[src/rtl/mult_unit.sv]
// Sequential radix-2 multiplier: one partial-product step per cycle, signed by default.
// MULT_UNIT_UNSIGNED_EN adds an is_unsigned input selecting an unsigned product.
module mult_unit #(
  parameter int WIDTH = 32
) (
  input  logic             clk,
  input  logic             reset_n,
  input  logic             start,
  input  logic [WIDTH-1:0] a,
  input  logic [WIDTH-1:0] b,
`ifdef MULT_UNIT_UNSIGNED_EN
  input  logic             is_unsigned,
`endif
  output logic             busy,
  output logic             done,
  output logic [WIDTH-1:0] hi,
  output logic [WIDTH-1:0] lo
);

  typedef enum logic [1:0] {
    IDLE,
    RUN,
    DONE
  } state_t;

  localparam int CW = $clog2(WIDTH + 1);
  localparam logic [CW-1:0] LAST = CW'(WIDTH - 1);
  localparam logic [CW-1:0] FIN  = CW'(WIDTH);

  state_t           state;
  state_t           state_nxt;
  logic [CW-1:0]    cnt;
  logic [WIDTH:0]   m;
  logic [WIDTH:0]   acc;
  logic [WIDTH-1:0] mq;
  logic             uns;
  logic             uns_in;
  logic [WIDTH+1:0] addend;
  logic [WIDTH+1:0] sum;

`ifdef MULT_UNIT_UNSIGNED_EN
  assign uns_in = is_unsigned;
`else
  assign uns_in = 1'b0;
`endif

  always_comb begin
    state_nxt = state;
    unique case (state)
      IDLE:    if (start) state_nxt = RUN;
      RUN:     if (cnt == FIN) state_nxt = DONE;
      DONE:    state_nxt = IDLE;
      default: state_nxt = IDLE;
    endcase
  end

  // The multiplier's sign bit carries weight -2^(W-1): subtract on the last step.
  always_comb begin
    addend = '0;
    if (mq[0]) begin
      if (cnt == LAST && !uns) addend = -{m[WIDTH], m};
      else                     addend = {m[WIDTH], m};
    end
    sum = {acc[WIDTH], acc} + addend;
  end

  always_ff @(posedge clk or negedge reset_n) begin
    if (!reset_n) begin
      state <= IDLE;
      cnt   <= '0;
      m     <= '0;
      acc   <= '0;
      mq    <= '0;
      uns   <= 1'b0;
      hi    <= '0;
      lo    <= '0;
    end else begin
      state <= state_nxt;
      if (state == IDLE && start) begin
        m   <= {!uns_in & a[WIDTH-1], a};
        mq  <= b;
        acc <= '0;
        cnt <= '0;
        uns <= uns_in;
      end else if (state == RUN) begin
        if (cnt != FIN) begin
          acc <= sum[WIDTH+1:1];
          mq  <= {sum[0], mq[WIDTH-1:1]};
          cnt <= cnt + 1'b1;
        end else begin
          hi <= acc[WIDTH-1:0];
          lo <= mq;
        end
      end
    end
  end

  assign busy = (state != IDLE);
  assign done = (state == DONE);

endmodule
[config.mk]
export PLATFORM = sky130hd
export DESIGN_NAME = mult_unit
export DESIGN_NICKNAME = d
export VERILOG_FILES = /design/src/rtl/mult_unit.sv
export SDC_FILE = /design/constraint.sdc
export NUM_CORES = 1
export LEC_CHECK = 0
export ABC_AREA = 1
export BUFFER_PORTS_ARGS = -buffer_cell sky130_fd_sc_hd__buf_2
export CELL_PAD_IN_SITES_DETAIL_PLACEMENT = 1
export CELL_PAD_IN_SITES_GLOBAL_PLACEMENT = 1
export CORE_UTILIZATION = 40
export CTS_CLUSTER_SIZE = 24
export DETAILED_ROUTE_END_ITERATION = 10
export PLACE_DENSITY = 0.79
export SLEW_MARGIN = 20
export SYNTH_ARGS = -nofsm -noshare
export SYNTH_HDL_FRONTEND = slang
export SYNTH_SLANG_ARGS = --single-unit
[constraint.sdc]
create_clock -name clk -period 8.36 [get_ports clk]
set_input_delay 0.418 -clock clk [delete_from_list [all_inputs] [get_ports clk]]
set_output_delay 0.418 -clock clk [all_outputs]
set_load 0.02 [all_outputs]
Yosys cells after proc, flatten, opt, wreduce, memory -nomap -nowiden
Index checks and enable logic that the tools add are counted.
{ "word_totals": {"output_inout_bits": 66, "reg_bits": 169} }
{ "op_classes": {"reduce_logical": 8, "add_sub_neg": 3, "eq_ne": 7, "mux": 14, "bitwise": 2} }
{ "ops": {"columns": ["operator", "n"], "rows": [
  ["33-bit two-way mux", 3],
  ["32-bit two-way mux", 3],
  ["34-bit two-way mux", 2],
  ["34-bit adder", 1],
  ["34-bit negation", 1],
  ["6-bit two-way mux", 3],
  ["6-bit by 1-bit adder with 6-bit output (second input constant)", 1],
  ["6-bit by 5-bit == test with 1-bit output (second input constant)", 1],
  ["6-bit == test (second input constant)", 1],
  ["6-bit inequality test (second input constant)", 1],
  ["2-bit nonzero test", 3],
  ["2-bit two-way mux", 2],
  ["2-bit inequality test (second input constant)", 2],
  ["2-bit one-hot mux with 2 select lines", 1],
  ["2-bit AND reduction", 2],
  ["3-bit AND reduction", 1],
  ["2-bit by 1-bit == test with 1-bit output (second input constant)", 1],
  ["2-bit == test (second input constant)", 1],
  ["2-bit zero test", 1],
  ["1-bit NOT", 2],
  ["1-bit logical AND", 1]
]} }

Logic depth before layout (Yosys ltp)
Gate-level depths: netlist of run 1.
{ "depth": {"depth_word": 7, "mapped_depth": 25, "ltp_nobuf": 25} }

Least setup slack after synthesis of run 1
No wires, ideal clock.
{ "synth_timing": {"path_kind": "register to register", "from": "register m[0]", "to": "register acc[32]", "setup_time_ps": 118, "t_required_ps": 8242, "period_less_slack_ps": 2767, "stages_incl_launch_ff": 24, "n_path_buf": 0, "setup_slack_ps": 5593, "arrival_ps": 2649, "cell_sequence": "dfrtp_1 -> inv_1 -> ha_1 -> nand3_2 -> inv_1 -> nand2_1 -> inv_2 -> nand2_2 -> inv_2 -> nand3_1 -> o21ai_1 -> o21ai_1 -> a21oi_1 -> ha_1 -> nand2_1 -> inv_1 -> nand2_1 -> nand2_1 -> a21oi_1 -> nand3_1 -> a21oi_1 -> nand2_1 -> nand3_1 -> nand2_1"} }
{ "synth_between": {"elab_chain_len": 7} }
{ "synth_lines": {"columns": ["item", "line_no", "source"], "rows": [
  ["from (decl)", "33", "logic [WIDTH:0] m;"],
  ["from (signal assigned)", "80", "m <= {!uns_in & a[WIDTH-1], a};"],
  ["34-bit negation", "61", "if (cnt == LAST && !uns) addend = -{m[WIDTH], m};"],
  ["34-bit two-way mux (*)", "61", null],
  ["34-bit two-way mux (*)", "60", "if (mq[0]) begin"],
  ["34-bit adder (*)", "64", "sum = {acc[WIDTH], acc} + addend;"],
  ["33-bit two-way mux (*)", "86", "if (cnt != FIN) begin"],
  ["33-bit two-way mux (*)", "85", "end else if (state == RUN) begin"],
  ["33-bit two-way mux (*)", "79", "if (state == IDLE && start) begin"],
  ["to (signal assigned)", "87", "acc <= sum[WIDTH+1:1];"],
  ["to (decl)", "34", "logic [WIDTH:0] acc;"]
]} }
Mark *: on every way between the ends. The rest lies on a longest branch, timed or not. The select of a mux whose other input is x is not followed.
A chain may end at the register's enable or synchronous reset.

Final worst setup path of run 1
{ "layout_timing": {"from": "register m[1]", "to": "register acc[30]"} }
The elaborated chain is that of the path after synthesis.

==> flow_metrics.tcl, run 1 <==
set metrics [dict create \
    run_status "finished, final reports clean" \
    ys_seq_area_share_pct 43.37 \
    report.final.slew_viol_count 0 \
    area_growth_syn_to_layout_pct 14.97 \
    avgViaCountPerCell 5.277 \
    clk_pin_slew_ns 0.08 \
    antenna_left 0 \
    post_cts_buffers 0 \
    cpMaxStageDelayCell "a211oi_1" \
    yosysTopAreaCell "dfrtp_1" \
    coreArea_um2 23680 \
    maxSlewHeadroom_pct 38.79 \
    reg2reg_depth 16 \
    grt-ovfl-total 0 \
    rows 56 \
    fin_nets 1530 \
    stdcell_count 1759 \
    clockBufferDepth 2 \
    yosys_warnings 0 \
    dr_wl_met3_um 1079 \
    synth_area_um2 9752 \
    cts_root_buf "clkbuf_16" \
    cts_tree "built" \
    die_h_um 158.1 \
    required_ns 8.69 \
    post-route-period-util_pct 47.62 \
    fin_crit_ns 3.981 \
    max_freq_mhz 251.2 \
    die_area_um2 25010 \
    powerDensity_nw_per_um2 408.7 \
    rr_endpoint "acc[30]" \
    fillers 3080 \
    wl_met2_um 14090 \
    r2r_slack_ns 4.38 \
    skew_ns 0.007961 \
    grt_pass1_wl_um 49280 \
    vias 9282 \
    cts_made_buffers 17 \
    max_stage_delay_ns 0.54 \
    p_leak_uw 0.005622 \
    cts_num_sinks 169 \
    htreeDepth 4 \
    route.final.wire_length_um 30470 \
    insertion_delay_ns 0.44 \
    synth-async-reset-ratio_pct 100.0 \
    ir_worst_vdd_v 0.0001770 \
    grt_start_max_net_pins 115 \
    first_iter_violations 545 \
    synthCells 1317 \
    synth-seq-cells 169 \
    start_util_pct 41.18 \
    drtPass1Iterations 5 \
    hold_path.class "input pin to async pin" \
    hold_buffers 0 \
    endpoint_kind "flip-flop" \
    met1_length_um 14490 \
    die_x_um 158.1 \
    layout_setup_ws_ns 4.379 \
    synth_most_common_cell "nand2_1" \
    arrival_ns 4.31 \
    synth_nets 1421 \
    tns_ns 0 \
    rsz0062_at_grt "no" \
    place_ws_ns 4.401 \
    worstPathMaxFanout 5 \
    synth_cell_types 49 \
    hpwl_um 22530 \
    grt.total_usage_pct 25.63 \
    start_kind "flip-flop" \
    worst_pin_slew_ns 0.9181 \
    drc 0 \
    hold_viol 0 \
    path_cells "inv_1 -> ha_1 -> nand3_2 -> nor2_1 -> nand3_1 -> xor2_1 -> a211oi_1 -> ha_1 -> a21oi_1 -> o21ai_0 -> a21oi_1 -> nor2_1 -> nor2_1 -> nand3_1 -> nand3_1 -> nand2_1" \
    gp_congestion 0.9281 \
    synth_common_cells "343 x nand2_1, 169 x dfrtp_1, 136 x inv_1" \
    top_layer "met4" \
    finalSetupViolations 0 \
    final_util_pct 47.34 \
    portBuffers 132 \
    placed_cells 1726 \
    syn_area_per_cell_um2 7.405 \
    ios 133 \
    synth-edff-count 0 \
    synth_top_area_share_pct 43.37 \
    wl_per_cell_um 17.32 \
    cts.repair.resized 0 \
    synth_area_leaders "dfrtp_1 43%, nand2_1 13%, a21oi_1 5.6%" \
    fin_hold_ws_ns 0.06036 \
    synth_ff_type "dfrtp_1" \
    drv_cap 0 \
    rr_startpoint "m[1]" \
    drive_gt1_share_pct 14.38 \
    grt_antenna_before_repair 1 \
    grt_pass1_vias 9484 \
    worstSetupPathType "flip-flop to flip-flop" \
]
==> worst max-delay path, delay by kind of cell, from the launching register on <==
kind            cells  cell delay, ns
simple gates        8            1.28
flops               1            0.39
compound gates      4            1.20
buf+inv             1            0.13
fa+ha+maj           2            0.69
xor+xnor            1            0.18
==> metrics by stage <==
step / power (uW) / instance area [um2]
floorplan: 3044 / 9752
global placement: 3697 / 10620
detailed placement: 3776 / 10620
CTS: 4602 / 11200
global route: 4980 / 11210
finish: 4582 / 11210
==> how the worst max path moves through the flow <==
stage | startpoint | to | slack [ns] | depth (start not counted)
2_1_floorplan | m[0] | acc[32] | 5.59 | 23
3_3_place_gp | m[1] | acc[31] | 4.46 | 22
3_5_place_dp | m[1] | acc[31] | 4.40 | 22
4_1_cts | m[1] | acc[31] | 4.37 | 22
5_1_grt | cnt[0] | acc[32] | 4.06 | 18
6_report | m[1] | acc[30] | 4.38 | 16
==> report_power, final <==
group | internal, uW | switching (uW) | leakage (uW)
Sequential | 1180 | 256 | 0.00216
Combinational | 749 | 1600 | 0.00318
Clock | 399 | 392 | 0.000277
==> state kept, by name, indices dropped and copies added, names as in the netlist <==
signal and count:
acc 33, hi 32, state 2, m 32, cnt 6, mq 32
lo 32
==> per-layer routing <==
layer  up-vias  track usage [%]
met1      4474            34.18
met4         0            10.58
met2       209            42.19
li1       4554                -
met3        45            2.874
met5         -                0
==> placed cells by master, fill, tap and decap left out, types with 10 or more instances in the layout <==
cell type and count:
inv_1 136, clkbuf_16 17, o21ai_1 101, o21ai_0 85, nand3_1 55, buf_2 131, a21oi_1 109, nor2_1 95
ha_1 36, inv_2 10, nand2_1 343, nor3_1 51, dfrtp_1 169
==> cell type report <==
type | count | area [um2] | share of cell area, %
multi-input combinational | 953 | 4736 | 42.24
clock buffer | 17 | 425.4 | 3.794
clock inverter | 15 | 153.9 | 1.373
sequential | 169 | 4229 | 37.72
tap | 319 | 399.1 | 3.560
inverter | 149 | 563.0 | 5.022
antenna | 1 | 2.502 | 0.02232
timing repair buffer | 136 | 703.2 | 6.272
==> cells by family after synthesis <==
logic type / share of synthesized area, %
AOI/OAI and AO/OA: 17.28
xor gates and xnor gates: 0.5389
adders and majority gates: 4.824
buffers and inverters: 8.070
DFF: 43.37
and+or+nand+nor: 25.92
Power figures use the tool's default switching activity.
==> inputs of run 2 (changes only) <==
--- a/config.mk
+++ b/config.mk
@@ -9,10 +9,10 @@
 export BUFFER_PORTS_ARGS = -buffer_cell sky130_fd_sc_hd__buf_2
 export CELL_PAD_IN_SITES_DETAIL_PLACEMENT = 1
 export CELL_PAD_IN_SITES_GLOBAL_PLACEMENT = 1
-export CORE_UTILIZATION = 40
+export CORE_UTILIZATION = 38
 export CTS_CLUSTER_SIZE = 24
 export DETAILED_ROUTE_END_ITERATION = 10
-export PLACE_DENSITY = 0.79
+export PLACE_DENSITY = 0.78
 export SLEW_MARGIN = 20
 export SYNTH_ARGS = -nofsm -noshare
 export SYNTH_HDL_FRONTEND = slang
==> constraint.sdc (replaced) <==
create_clock -name clk -period 3.6 [get_ports clk]
set_input_delay 0.18 -clock clk [delete_from_list [all_inputs] [get_ports clk]]
set_output_delay 0.18 -clock clk [all_outputs]
set_load 0.02 [all_outputs]
==> run 2 against run 1 <==
Die area grew 5.2%. Flip-flop and latch count unchanged. Count of clock-buffer cells in the layout stayed put. Worst hold slack lost 0.053 ns. Clock power increased by 130%. Global-route usage is 0.45 points lower. Power rose by 140%.
==> flow_metrics.tcl, run 2 (synthesis results as in run 1) <==
set metrics [dict create \
    arrival_ns 3.70 \
    route.final.wire_length_um 31760 \
    worstSetupPathType "flip-flop to flip-flop" \
    rows 58 \
    hpwl_um 23040 \
    insertion_delay_ns 0.45 \
    vias 9695 \
    rr_endpoint "acc[32]" \
    drv_cap 0 \
    largest_reg_flops 33 \
    first_iter_violations 525 \
    max_stage_delay_ns 0.39 \
    ir_worst_vdd_v 0.0003376 \
    grt_antenna_before_repair 0 \
    worst-path-buf-inv 5 \
    cts_tree "built" \
    p_leak_uw 0.006056 \
    worst_pin_slew_ns 1.039 \
    cpMaxStageDelayCell "dfrtp_1" \
    drtPass1Iterations 5 \
    drive_gt1_share_pct 17.23 \
    rr_startpoint "m[0]" \
    layout_commonest_cell "nand2_1" \
    die_h_um 162.2 \
    grt_start_max_net_pins 115 \
    cp_top_family "simple AND/OR/NAND/NOR gates" \
    cts_root_buf "clkbuf_16" \
    antennaDiodeCount 0 \
    drc 0 \
    worstHoldEndpoint "m[31]" \
    die_area_um2 26310 \
    path_cells "inv_1 -> ha_1 -> nand3_2 -> inv_1 -> nand2_1 -> inv_2 -> nand2_2 -> inv_2 -> nand3_1 -> nand2_2 -> o21ai_1 -> a21oi_1 -> ha_1 -> nand2_1 -> nor2_2 -> inv_2 -> nor2_4 -> nand4_1 -> nand3_2 -> nand2_1 -> nand2_1 -> nand2_1 -> nand3_1 -> nand2_1" \
    reg2reg_depth 24 \
    finalSetupViolations 0 \
    cts_num_sinks 169 \
    grt-ovfl-total 0 \
    grt_pass1_vias 10150 \
    post-route-period-util_pct 93.61 \
    powerDensity_nw_per_um2 902.7 \
    dpl_cell_area_um2 10860 \
    skew_ns 0.01172 \
    hold_viol 0 \
    htreeDepth 4 \
    clockBufferDepth 2 \
    report.final.slew_viol_count 0 \
    worstPathMaxFanout 4 \
    rsz0062_at_grt "yes" \
    die_x_um 162.2 \
    max_freq_mhz 296.7 \
    clk_pin_slew_ns 0.08 \
    fin_nets 1623 \
    required_ns 3.93 \
    cts_made_buffers 17 \
    stdcell_count 1862 \
    fin_crit_ns 3.370 \
    design_area_um2 12240 \
    fillers 3170 \
    endpoint_kind "flip-flop" \
    ios 133 \
    placed_cells 1765 \
    portBuffers 132 \
    hold_path_startpoint "a[31]" \
    wl_per_cell_um 17.05 \
    area_growth_syn_to_layout_pct 25.48 \
    r2r_slack_ns 0.23 \
    place_ws_ns 0.1142 \
    path_common_cell "nand2_1" \
    antenna_left 0 \
    coreArea_um2 25180 \
    hold_path.class "input pin to flip-flop" \
    maxSlewHeadroom_pct 30.74 \
    layout_setup_ws_ns 0.2299 \
    avgViaCountPerCell 5.207 \
    min_path_cells 3 \
    gp_congestion 0.9287 \
    final_cell_mix "339 x nand2_1, 169 x dfrtp_1, 136 x inv_1" \
    run_status "finished, final reports clean" \
    grt.total_usage_pct 25.19 \
    start_util_pct 38.73 \
    regMostFlops "acc" \
    start_kind "flip-flop" \
    grt_pass1_wl_um 52060 \
]
-- run 2: worst register-to-register path, delay by kind of cell, from the launching register on --
kind | cells | cell delay (ns)
simple gates | 15 | 1.67
compound gates | 2 | 0.25
buf+inv | 5 | 0.49
fa+ha+maj | 2 | 0.45
flops | 1 | 0.39
-- run 2: repair_timing --
item / in CTS / in global routing
gates resized for setup: 0 / 35
hold buffers: 62 / 0
setup endpoints to repair: 0 / 12
setup buffers: 0 / 3
hold endpoints to repair: 150 / 0
-- run 2: cell type report --
type / instances / area [um2] / area share (%)
clock inverters: 15 / 155.1 / 1.268
multi-input cells: 953 / 4882 / 39.90
well taps: 330 / 412.9 / 3.374
clock buffers: 17 / 425.4 / 3.476
inverters: 149 / 561.8 / 4.591
repair buffers: 229 / 1570 / 12.83
flip-flops and latches: 169 / 4229 / 34.56
-- run 2: power breakdown --
group          internal, uW  switching (uW)
combinational          2010            3850
sequential             2750             580
clock                   928             924
total                  5690            5360
-- run 2: how the worst max path moves through the flow --
stage / start / endpoint / cells past startpoint
finish: m[0] / acc[32] / 24
CTS: m[0] / acc[32] / 23
global placement: m[0] / acc[32] / 21
floorplan: m[0] / acc[32] / 23
detailed placement: m[0] / acc[32] / 23
global route: m[2] / acc[26] / 19
-- run 2: per-stage QoR --
stage | power (uW) | utilization (%) | hold slack [ns] | setup TNS, ns
final | 11050 | 48.59 | 0.007562 | 0
after global routing | 11990 | 48.59 | 0.01294 | -0.04454
after CTS | 10900 | 47.89 | 0.004357 | 0
after detailed placement | 8940 | 43.12 | 0.3351 | 0
after global placement | 8733 | 43.12 | 0.3224 | 0
after floorplan | 7069 | - | -0.1156 | 0
-- run 2: metal layers --
metal	vias to the layer above	share of wire, %	GRT usage (%)
met1	4743	46	32.53
li1	4726	-	-
met5	-	0	0
met3	44	3.0	3.166
met4	0	2.1	8.405
met2	182	49	43.45
==> inputs of run 3 (changes only) <==
--- a/config.mk
+++ b/config.mk
@@ -13,6 +13,7 @@
 export CTS_CLUSTER_SIZE = 24
 export DETAILED_ROUTE_END_ITERATION = 10
 export PLACE_DENSITY = 0.78
+export REMOVE_ABC_BUFFERS = 1
 export SLEW_MARGIN = 20
 export SYNTH_ARGS = -nofsm -noshare
 export SYNTH_HDL_FRONTEND = slang
==> run 3 against run 2 <==
Critical path depth shrank 2. Global-route usage shrank 0.26 points. Critical path type unchanged. Largest cell class unchanged. Final cell count shrank 0.86%. Highest routed layer unchanged. Largest power group unchanged. Core utilization shrank 0.77 points. Power shrank 1.9%. Sequential power is essentially flat. Routed wire length shrank 0.32%. Worst hold slack gained 0.0055 ns. Maximum frequency shrank 0.42%. Combinational power shrank 3.6%.
==> flow_metrics.tcl, run 3 (synthesis results as in run 1) <==
set metrics [dict create \
    run_status "finished, final reports clean" \
    start_util_pct 38.73 \
    die_x_um 162.2 \
    worst_pin_slew_ns 0.9276 \
    coreArea_um2 25180 \
    drc 0 \
    rsz0062_at_grt "yes" \
    post-route-period-util_pct 94.00 \
    regMostFlops "acc" \
    grt_antenna_before_repair 0 \
    cts_tree "built" \
    cpMaxStageDelayCell "o21ai_0" \
    hold_viol 0 \
    drtPass1Iterations 8 \
    grt_pass1_wl_um 51030 \
    first_iter_violations 539 \
    clockBufferDepth 2 \
    skew_ns 0.01290 \
    grt_start_max_net_pins 99 \
    stdcell_count 1846 \
    die_area_um2 26310 \
    portBuffers 132 \
    antennaDiodeCount 0 \
    start_kind "flip-flop" \
    worstPathMaxFanout 4 \
    die_h_um 162.2 \
    tns_ns 0 \
    layout_setup_ws_ns 0.2159 \
    hpwl_um 22900 \
    grt-ovfl-total 0 \
    cts_root_buf "clkbuf_16" \
    maxSlewHeadroom_pct 38.16 \
    antenna_left 0 \
    vias 9572 \
    grt_pass1_vias 9711 \
    hold_path.class "input pin to flip-flop" \
    insertion_delay_ns 0.44 \
    fin_hold_ws_ns 0.01309 \
    max_stage_delay_ns 0.41 \
    route.final.wire_length_um 31650 \
    required_ns 3.92 \
    avgViaCountPerCell 5.185 \
    cts_made_buffers 17 \
    path_common_cell "nand2_1" \
    grt.total_usage_pct 24.93 \
    cp_top_family "compound AO/OA/AOI/OAI gates" \
    critPathLaunch "m[0]" \
    rr_startpoint "m[0]" \
    path_cells "inv_1 -> ha_1 -> nand3_2 -> inv_1 -> nand2_1 -> inv_2 -> nand2_2 -> inv_2 -> nand3_1 -> o21ai_1 -> o21ai_1 -> a21oi_1 -> ha_1 -> buf_4 -> nand2_1 -> o21ai_0 -> a21oi_1 -> o21a_1 -> nand2_1 -> nand2_1 -> nand3_1 -> nand2_1" \
    report.final.slew_viol_count 0 \
    clk_pin_slew_ns 0.08 \
    gp_congestion 0.9213 \
    drive_gt1_share_pct 15.57 \
    rows 58 \
    layout_commonest_cell "nand2_1" \
    ir_worst_vdd_v 0.0003508 \
    max_freq_mhz 295.5 \
    worstSetupPathType "flip-flop to flip-flop" \
    ios 133 \
    worst-path-buf-inv 5 \
    placed_cells 1750 \
    endpoint_kind "flip-flop" \
    place_ws_ns -0.04508 \
    fin_crit_ns 3.384 \
    p_leak_uw 0.005973 \
    final_cell_mix "342 x nand2_1, 169 x dfrtp_1, 136 x inv_1" \
    htreeDepth 4 \
    final_util_pct 47.82 \
    cts_num_sinks 169 \
    powerDensity_nw_per_um2 900.0 \
    hold_path_startpoint "b[1]" \
    largest_reg_flops 33 \
    wl_per_cell_um 17.15 \
    arrival_ns 3.71 \
    area_growth_syn_to_layout_pct 23.49 \
    drv_cap 0 \
    finalSetupViolations 0 \
    fin_nets 1607 \
]
## run 3: cell count changes in the layout (fill, tap and decap cells not counted), moves of 3 or more
cell	change
nand2_2	-3
nand2_1	+3
ha_4	-3
buf_4	-15
## run 3: final cells by class
type                    count  area, um2
clock buffers              17      425.4
clock inverters            15      156.4
fillers                  3155      13140
inverters                 149      563.0
multi-input cells         953       4801
flip-flops and latches    169       4229
well taps                 330      412.9
repair buffers            213       1455
## run 3: timing repair
| item | CTS | global route |
|---|---|---|
| setup endpoints to repair | 1 | 11 |
| gates resized for setup | 1 | 15 |
| pin swaps | 0 | 3 |
| hold endpoints to repair | 136 | 0 |
| setup buffers | 0 | 2 |
| hold buffers | 62 | 0 |
## run 3: metal layers
metal | GRT usage [%] | routed length, um
met1 | 33.65 | 15140
met2 | 42.24 | 15120
met3 | 2.809 | 846
met4 | 6.732 | 547
met5 | 0 | 0
## run 3: power breakdown
part,total [uW],internal (uW),switching [uW]
Clock,1860,925,936
Sequential,3330,2750,574
Combinational,5650,1870,3790
## run 3: worst paths after layout
kind                       depth (start not counted)       to  slack [ns]
setup / recovery                                  22  acc[25]        0.22
hold / removal                                     3    mq[1]        0.01
setup reg to reg                                  22  acc[25]        0.22
hold reg to reg                                    2   hi[26]        0.47
max in group asynchronous                          3   cnt[2]        2.37
min in group asynchronous                          2   lo[12]        0.32
## run 3: through the flow
| step | area (um2) | power (uW) |
|---|---|---|
| final | 12040 | 10840 |
| after global routing | 12040 | 11750 |
| after CTS | 11970 | 10770 |
| after detailed placement | 10760 | 8798 |
| after global placement | 10760 | 8596 |
| after floorplan | 9524 | 6987 |
## run 3: worst reg2reg max path, stage by stage, from the launching register on
cell	delay, ns
dfrtp_1	0.38
inv_1	0.11
ha_1	0.21
nand3_2	0.13
inv_1	0.10
nand2_1	0.08
inv_2	0.07
nand2_2	0.07
inv_2	0.09
nand3_1	0.11
o21ai_1	0.18
o21ai_1	0.08
a21oi_1	0.19
ha_1	0.24
buf_4	0.14
nand2_1	0.07
o21ai_0	0.41
a21oi_1	0.16
o21a_1	0.23
nand2_1	0.06
nand2_1	0.05
nand3_1	0.06
nand2_1	0.06
